===== src/rtl/alu_pkg.sv =====
// Shared ALU definitions: datapath width and opcode select codes.
// The opcodes drive the ALU result mux; individual functional units ignore them.
`timescale 1ns/1ps
package alu_pkg;

  localparam int unsigned ALU_WIDTH = 8;
  localparam int unsigned ALU_OP_W  = 3;

  typedef enum logic [ALU_OP_W-1:0] {
    ALU_OP_ADD = 3'd0,
    ALU_OP_SUB = 3'd1,
    ALU_OP_AND = 3'd2,
    ALU_OP_OR  = 3'd3,
    ALU_OP_XOR = 3'd4,
    ALU_OP_SLT = 3'd5,
    ALU_OP_SHL = 3'd6,
    ALU_OP_SHR = 3'd7
  } alu_op_e;

endpackage


===== src/rtl/and_reg.sv =====
// WIDTH+1-bit status register holding {result, zero}; async active-high reset.
// The reset value has the low bit set so the registered zero flag reads 1 out of reset.
`timescale 1ns/1ps
module and_reg #(
  parameter int unsigned WIDTH = 8
) (
  input  logic           clk,
  input  logic           reset,
  input  logic [WIDTH:0] d,
  output logic [WIDTH:0] q
);

  localparam logic [WIDTH:0] RST_VAL = {{WIDTH{1'b0}}, 1'b1};

  logic [WIDTH:0] data_d;
  logic [WIDTH:0] data_q;

  always_comb begin
    data_d = d;
  end

  always_ff @(posedge clk or posedge reset) begin
    if (reset) begin
      data_q <= RST_VAL;
    end else begin
      data_q <= data_d;
    end
  end

  assign q = data_q;

endmodule


===== src/rtl/and_unit.sv =====
// Bitwise-AND functional unit: combinational result/zero plus a registered copy
// of both for the ALU status path.
`timescale 1ns/1ps
module and_unit
  import alu_pkg::*;
#(
  parameter int unsigned WIDTH = ALU_WIDTH
) (
  input  logic             clk,
  input  logic             reset,
  input  logic [WIDTH-1:0] data1,
  input  logic [WIDTH-1:0] data2,
  output logic [WIDTH-1:0] result,
  output logic             zero,
  output logic [WIDTH-1:0] result_reg,
  output logic             zero_reg
);

  logic [WIDTH:0] status_d;
  logic [WIDTH:0] status_q;

  always_comb begin
    result   = data1 & data2;
    zero     = ~|result;
    status_d = {result, zero};
  end

  and_reg #(
    .WIDTH(WIDTH)
  ) u_and_reg (
    .clk  (clk),
    .reset(reset),
    .d    (status_d),
    .q    (status_q)
  );

  assign result_reg = status_q[WIDTH:1];
  assign zero_reg   = status_q[0];

endmodule


===== config.mk =====
export PLATFORM = sky130hd
export DESIGN_NAME = and_unit
export DESIGN_NICKNAME = d
export VERILOG_FILES = /design/src/rtl/alu_pkg.sv /design/src/rtl/and_reg.sv /design/src/rtl/and_unit.sv
export SDC_FILE = /design/constraint.sdc
export NUM_CORES = 1
export LEC_CHECK = 0
export BUFFER_PORTS_ARGS = -buffer_cell sky130_fd_sc_hd__buf_2
export CAP_MARGIN = 20
export CORE_AREA = 2 2 39 41
export CTS_CLUSTER_SIZE = 40
export DETAILED_ROUTE_END_ITERATION = 10
export DIE_AREA = 0 0 41 43
export GPL_TIMING_DRIVEN = 0
export PLACE_DENSITY = 0.68
export REMOVE_ABC_BUFFERS = 1
export SYNTH_ARGS = -nofsm -noshare
export SYNTH_HDL_FRONTEND = slang
export SYNTH_SLANG_ARGS = --single-unit

===== constraint.sdc =====
create_clock -name clk -period 2 [get_ports clk]
set_input_delay 0.4 -clock clk [delete_from_list [all_inputs] [get_ports clk]]
set_output_delay 0.4 -clock clk [all_outputs]
set_load 0.01 [all_outputs]

==> results, run 1 <==
- The run finished with clean final reports.
- The portion of the post-synthesis area used by sequential elements is 0.718.
- For this run, the slowest stage of the critical path takes 0.54 ns.
- The path type of the worst setup path is in2out.
- Traced cell by cell, the critical path runs through buf_2 -> and2_4 -> or4_4 -> nor4_4 -> buf_2.
- The routed via count is 286.
- The slowest stage of the critical path is the sky130_fd_sc_hd__or4_4 cell.
- The total area inside the core boundary comes to 1380 µm².
- The die height is 43 µm.
- The mean instance size in the synthesized netlist is 15.0 µm².
- The initial utilization of the core area, before any placement, comes to 0.228.
- With fillers left out, the area of the finished cells amounts to 546 µm².
- The kind of cell with the highest combined delay along the critical path is simple AND/OR/NAND/NOR gates.
- The finished layout holds 76 standard cells, fillers aside.
- Summing internal, switching and leakage power gives 0.391 mW.
- Dividing total power by cell area gives a power density of 716 nW/µm².
- Data arrives at the worst endpoint at 1.53 ns.
- The number of hold buffers added after cts is 0.
- The total overflow left after global routing is 0.
- The number of standard-cell rows in the floorplan is 14.
- The port buffer count is 35.
- For the final routed database, the setup TNS stands at 0 ns.
- The clock tree from TritonCTS is built.
- 36 I/O pins were placed.
- The die covers 1760 µm².
- The slew at the pin with the worst max-slew slack is 0.320 ns.
- The final hold violation count is 0.
- The highest clock rate is 0.519 GHz.
- The total routing usage reported by global routing is 0.0810.
- Once the clock tree was built, the setup fixing pass inserted 0 buffers.
- The number of search-and-repair iterations in the first detailed-routing pass is 2.
- After legalization and detailed placement, the total HPWL measured 590 µm.
- The placed instances occupy a cell area of 510 µm².
- The cell that appears most often on the critical path is sky130_fd_sc_hd__buf_2.
- The tool flagged a number of max-cap violations equal to 0.
- Data on the critical path is required at its endpoint by 1.60 ns.
- In this run the number of cells on the critical path is 5.
- For this block, the initial DRC count from the detailed router was 1.
- The headroom to the max-slew limit is 0.786.
- At the end of routability-driven placement, the weighted congestion stood at 0.587.
- After detailed routing, the average wire length per cell comes to 8.78 µm.
- After detailed routing, the number of vias per cell comes to 3.76.
- The library cell used most frequently in the layout, excluding fill and tap cells, is sky130_fd_sc_hd__buf_2.
- The library cells used most frequently in the layout, excluding fill and tap cells, are sky130_fd_sc_hd__buf_2, sky130_fd_sc_hd__dfrtp_1, sky130_fd_sc_hd__and2_1.
- The global-route wire length before repair is 972 µm.
- For this run, the number of Yosys warnings is 0.
- The buffers plus inverters on the worst setup path is 2.
- TritonCTS created 3 clock buffers.
- The via count of the first global-routing pass is 271.
- The number of distinct library cell variants in the gate-level netlist after synthesis is 8.
- The floorplan die width is 41 µm.
- The antenna diode count is 0.
- The number of setup violations in the final report is 0.
- In this run the number of H-tree levels came out at 1.
- The tree built by TritonCTS fans out to 9 sinks.
- The number of buffers on the longest clock path is 2.
- The number of pins with negative max-slew slack in the final report is 0.
- The endpoint class of the critical path is a primary output.
- In this run the worst hold path is classified as in2async.
- The routed design could run at a clock period as short as 1.93 ns.
- The share of post-route cells with drive strength above 1 is 0.733.
- The synthesized netlist occupies a cell area of 315 µm².
- The number of antenna violations at the first check in global routing is 0.
- The startpoint kind of the worst setup timing path is a primary input.
- The detail route stage leaves a number of antenna-violating nets equal to 0.
- The area growth from synthesis to layout is 73.0%.
- The cell at the root of the clock tree is sky130_fd_sc_hd__clkbuf_4.
- The count of state elements after synthesis is 9.
- The number of flip-flops in the largest register is 9.
- Setup repair after global routing left no endpoint under its margin.
- Entering global routing, the biggest net connects 10 pins.
- The total leakage power is 0.323 nW.
- The maximum fanout encountered on the critical timing path is 3.
- The clock-pin slew on the worst setup and hold paths is 0.06 ns.
- The net count reported at finish is 79.
- The cell count after synthesis came out at 21.
- Counting tap cells, the placed design contains a total of 72 instances.
- The portion of the clock cycle consumed by the worst path in the final layout is 0.963.
- The worst-case IR drop observed on VDD is 0.207 mV.
- The final routed wirelength across all metal layers is 667 µm.
- The count of unresolved DRC violations after routing is 0.
==> cell families after synthesis <==
family                 after synthesis  share of synthesized area
buffers and inverters                1                     0.0119
and+or+nand+nor                     11                      0.270
DFF                                  9                      0.718
==> worst max-delay path by stage <==
| stage | from | endpoint | slack (ns) |
|---|---|---|---|
| after floorplan | data1[0] | zero | 0.17 |
| after global placement | data1[0] | zero | -0.03 |
| after CTS | data1[0] | zero | 0.07 |
| after detailed placement | data1[0] | zero | -0.04 |
| final | data2[0] | zero | 0.07 |
| after global routing | data2[0] | zero | 0.004 |
==> cell usage after synthesis <==
library cell,count,area share
sky130_fd_sc_hd__dfrtp_1,8,0.63
sky130_fd_sc_hd__and2_1,6,0.12
sky130_fd_sc_hd__and2_4,2,0.056
sky130_fd_sc_hd__dfstp_2,1,0.083
sky130_fd_sc_hd__inv_1,1,0.012
sky130_fd_sc_hd__nor4_2,1,0.040
sky130_fd_sc_hd__or2_2,1,0.020
sky130_fd_sc_hd__or4_4,1,0.036
==> routing by layer <==
layer  share of wire  track usage  up-vias
li1                -            -      146
met1            0.30       0.0693      131
met2            0.66        0.147        9
met3           0.042            0        0
met4               0       0.0800        0
met5               0            0        -
==> what timing repair did <==
item,4_1_cts,5_1_grt
gates resized for setup,1,0
endpoints found under the setup margin,1,1
pin swaps,1,1
==> through the flow <==
| stage | utilization | setup WS (ns) | hold WS (ns) |
|---|---|---|---|
| after detailed placement | 0.369 | -0.0446 | 0.361 |
| after CTS | 0.394 | 0.0672 | 0.0899 |
| final | 0.394 | 0.0736 | 0.0919 |
| after global placement | 0.369 | -0.0325 | 0.359 |
| after global routing | 0.394 | 0.00377 | 0.106 |
| after floorplan | - | 0.166 | 0.227 |
==> final cells by class <==
class | instances | area [µm²]
Sequential cell | 9 | 226
Multi-Input combinational cell | 11 | 93.8
Fill cell | 147 | 838
Timing Repair Buffer | 35 | 175
Inverter | 1 | 3.75
Tap cell | 16 | 20.0
Clock buffer | 4 | 26.3
==> report_power, final <==
| part | switching [mW] | internal (mW) | leakage, nW |
|---|---|---|---|
| registers | 0.00182 | 0.192 | 0.113 |
| logic | 0.0322 | 0.0345 | 0.194 |
| clock network | 0.0538 | 0.0763 | 0.0150 |
Power figures use the tool's default switching activity.
==> run 2, diff against run 1 <==
--- a/config.mk
+++ b/config.mk
@@ -16,4 +16,5 @@
 export REMOVE_ABC_BUFFERS = 1
 export SYNTH_ARGS = -nofsm -noshare
 export SYNTH_HDL_FRONTEND = slang
+export SYNTH_HIERARCHICAL = 1
 export SYNTH_SLANG_ARGS = --single-unit
==> run 2 against run 1 <==
Count of clock-buffer cells in the layout unchanged. Highest routed layer unchanged. Critical endpoint unchanged. Combinational power barely moved. Maximum frequency down 0.78%. Final cell count did not move. Sequential share of layout area did not move. Largest cell class unchanged. Die area did not move. Clock power about the same. Cell area did not move. Via count down 3.1%.
==> results, run 2 <==
- The run finished with clean final reports.
- Counting flops with an async set or reset pin after synthesis yields a share of 1.00.
- The number of pins with negative max-slew slack in the final report is 0.
- Data on the critical path arrives at its endpoint at 1.54 ns.
- The maximum VDD drop is 0.183 mV.
- The antenna diode count is 0.
- The share of the Yosys chip area taken by registers is 0.718.
- The total routing usage reported by global routing is 0.0862.
- The headroom to the max-slew limit is 0.782.
- The finished cells cover 546 µm².
- The clock net sink count is 9.
- The share of synthesized area in the top cell type comes to 0.635.
- The path class of the lowest-slack min-delay path is in2async.
- The port buffer count is 35.
- The number of setup violations in the final report is 0.
- The core region area is 1380 µm².
- The number of standard-cell rows in the floorplan is 14.
- The via count of the first global-routing pass is 273.
- The number of antenna violations at the first check in global routing was 0.
- In the final design database the tool counted 79 nets.
- Setup repair after global routing could not meet its margin everywhere.
- The worst hold slack across all endpoints is 0.0897 ns.
- The routed via count is 277.
- Sorting the synthesized cells by area gives the leading types as sky130_fd_sc_hd__dfrtp_1, sky130_fd_sc_hd__and2_1, sky130_fd_sc_hd__dfstp_2.
- The required time at the worst-slack endpoint is 1.60 ns.
- The number of enable-type register cells in the synthesized netlist is 0.
- The I/O pin count is 36.
- For this configuration, the core starts out at a cell density of 0.228.
- For the pin with the worst max-slew slack, the measured transition is 0.326 ns.
- The count of state elements after synthesis is 9.
- The most used flip-flop cell after synthesis is sky130_fd_sc_hd__dfrtp_1.
- The register with the most flip-flops in the layout has 9 of them.
- The cell type contributing the most total cell area after synthesis is sky130_fd_sc_hd__dfrtp_1.
- The final routed wirelength across all metal layers is 678 µm.
- Dividing the final minimum period by the clock period gives 0.971.
- The library cell with the highest instance count after synthesis is sky130_fd_sc_hd__dfrtp_1.
- After detailed routing, the average wire length per cell comes to 8.92 µm.
- The highest clock rate is 0.515 GHz.
- The floorplan die width is 41 µm.
- The aggregate global routing overflow is 0.
- The area growth from synthesis to layout is 73.0%.
- After clock tree synthesis, the clock-pin slew on the worst setup and hold paths is 0.06 ns.
- The pre-antenna-repair detailed-routing pass consisted of 3 iterations.
- The die height is 43 µm.
- The final antenna-violating net count is 0.
- Ranked by instance count, the synthesized netlist is headed by sky130_fd_sc_hd__dfrtp_1, sky130_fd_sc_hd__and2_1, sky130_fd_sc_hd__and2_4.
- The number of max-capacitance violations reported is 0.
- The top cell types in the final layout, fill and taps aside, are sky130_fd_sc_hd__buf_2, sky130_fd_sc_hd__dfrtp_1, sky130_fd_sc_hd__and2_1.
- Once placement finished, the instance area stood at 510 µm².
- The path type of the worst setup path is in2out.
- The total leakage power is 0.323 nW.
- The clock passes through at most 2 buffers.
- Buffers inserted to repair hold after CTS numbered 0.
- The CTS buffer count is 3.
- Subtracting the final worst setup slack from the clock period gives 1.94 ns.
- For this run, the share of the core covered by cells in the final layout is 0.394.
- The power per unit of standard cell area is 722 nW/µm².
- The first global-routing pass estimated 1030 µm of wire.
- Summed over all failing endpoints, the final setup total negative slack is 0 ns.
- In the final layout, the multi-input gates occupy 93.8 µm².
- Registers take 226 µm².
- After the first detailed-routing iteration, the DRC count stood at 3.
- In the routed design, unresolved DRC markers number 0.
- The endpoint class of the critical path is a primary output.
- The cell at the root of the clock tree is sky130_fd_sc_hd__clkbuf_4.
- Synthesis produced a netlist whose cell count is 21.
- The share of post-route cells with drive strength above 1 is 0.733.
- The die covers 1760 µm².
- The clock tree from TritonCTS is built.
- The Yosys step of the flow raised 6 warnings.
- The number of distinct library cell variants in the gate-level netlist after synthesis is 8.
- Along the worst path, the maximum fanout reaches 3.
- The cell area that synthesis handed to floorplanning was 315 µm².
- Fill cells in the final layout number 142.
- The number of H-tree levels is 1.
- Entering global routing, the biggest net connects 10 pins.
- The post-route total power is 0.394 mW.
- Leaving out fill and tap cells, the most frequent cell in the layout is sky130_fd_sc_hd__buf_2.
- The final hold violation count came to 0.
- After detailed routing, the number of vias per cell comes to 3.64.
- After clock tree synthesis, the setup repair step added 0 buffers.
- The mean instance size in the synthesized netlist is 15.0 µm².
- The startpoint kind of the worst setup timing path is a primary input.
- The last weighted congestion value of the routability-driven placer is 0.557.
-- run 2: layout make-up --
class,count,share of cell area
flip-flops and latches,9,0.415
repair buffers,35,0.321
multi-input cells,11,0.172
clock buffers,4,0.0482
well taps,16,0.0367
inverters,1,0.00688
-- run 2: critical path, stage by stage --
cell and delay [ns]:
sky130_fd_sc_hd__buf_2 0.09, sky130_fd_sc_hd__and2_4 0.15, sky130_fd_sc_hd__or4_4 0.54, sky130_fd_sc_hd__nor4_4 0.18
sky130_fd_sc_hd__buf_2 0.18
-- run 2: where the power goes --
part / total (mW) / internal [mW] / switching, mW
logic: 0.0670 / 0.0345 / 0.0325
registers: 0.194 / 0.192 / 0.00196
clock network: 0.132 / 0.0764 / 0.0561
total: 0.394 / 0.303 / 0.0905
-- run 2: worst max path at each step --
stage	slack [ns]	from	endpoint	cells past startpoint
2_1_floorplan	0.17	data1[3]	zero	3
3_3_place_gp	-0.03	data1[3]	zero	5
3_5_place_dp	-0.06	data1[3]	zero	5
4_1_cts	0.06	data1[3]	zero	5
5_1_grt	-0.01	data1[3]	zero	5
6_report	0.06	data1[3]	zero	5
-- run 2: cells by family after synthesis --
| family | Yosys count | synth area share |
|---|---|---|
| simple gates | 11 | 0.270 |
| flops | 9 | 0.718 |
| buf+inv | 1 | 0.0119 |
-- run 2: what timing repair did --
action | CTS | global route
setup endpoints to repair | 1 | 1
gates resized for setup | 1 | 0
pin swaps | 1 | 0
-- run 2: layer usage --
| layer | share of wire | track usage | up-vias |
|---|---|---|---|
| li1 | - | - | 149 |
| met2 | 0.62 | 0.150 | 7 |
| met1 | 0.34 | 0.0831 | 121 |
| met5 | 0 | 0 | - |
| met4 | 0 | 0.0800 | 0 |
| met3 | 0.035 | 0 | 0 |
-- run 2: per-stage QoR --
| stage | setup slack, ns | cells |
|---|---|---|
| 5_1_grt | -0.0127 | 76 |
| 2_1_floorplan | 0.166 | 21 |
| 3_3_place_gp | -0.0321 | 72 |
| 3_5_place_dp | -0.0631 | 72 |
| 4_1_cts | 0.0576 | 76 |
| 6_report | 0.0584 | 76 |
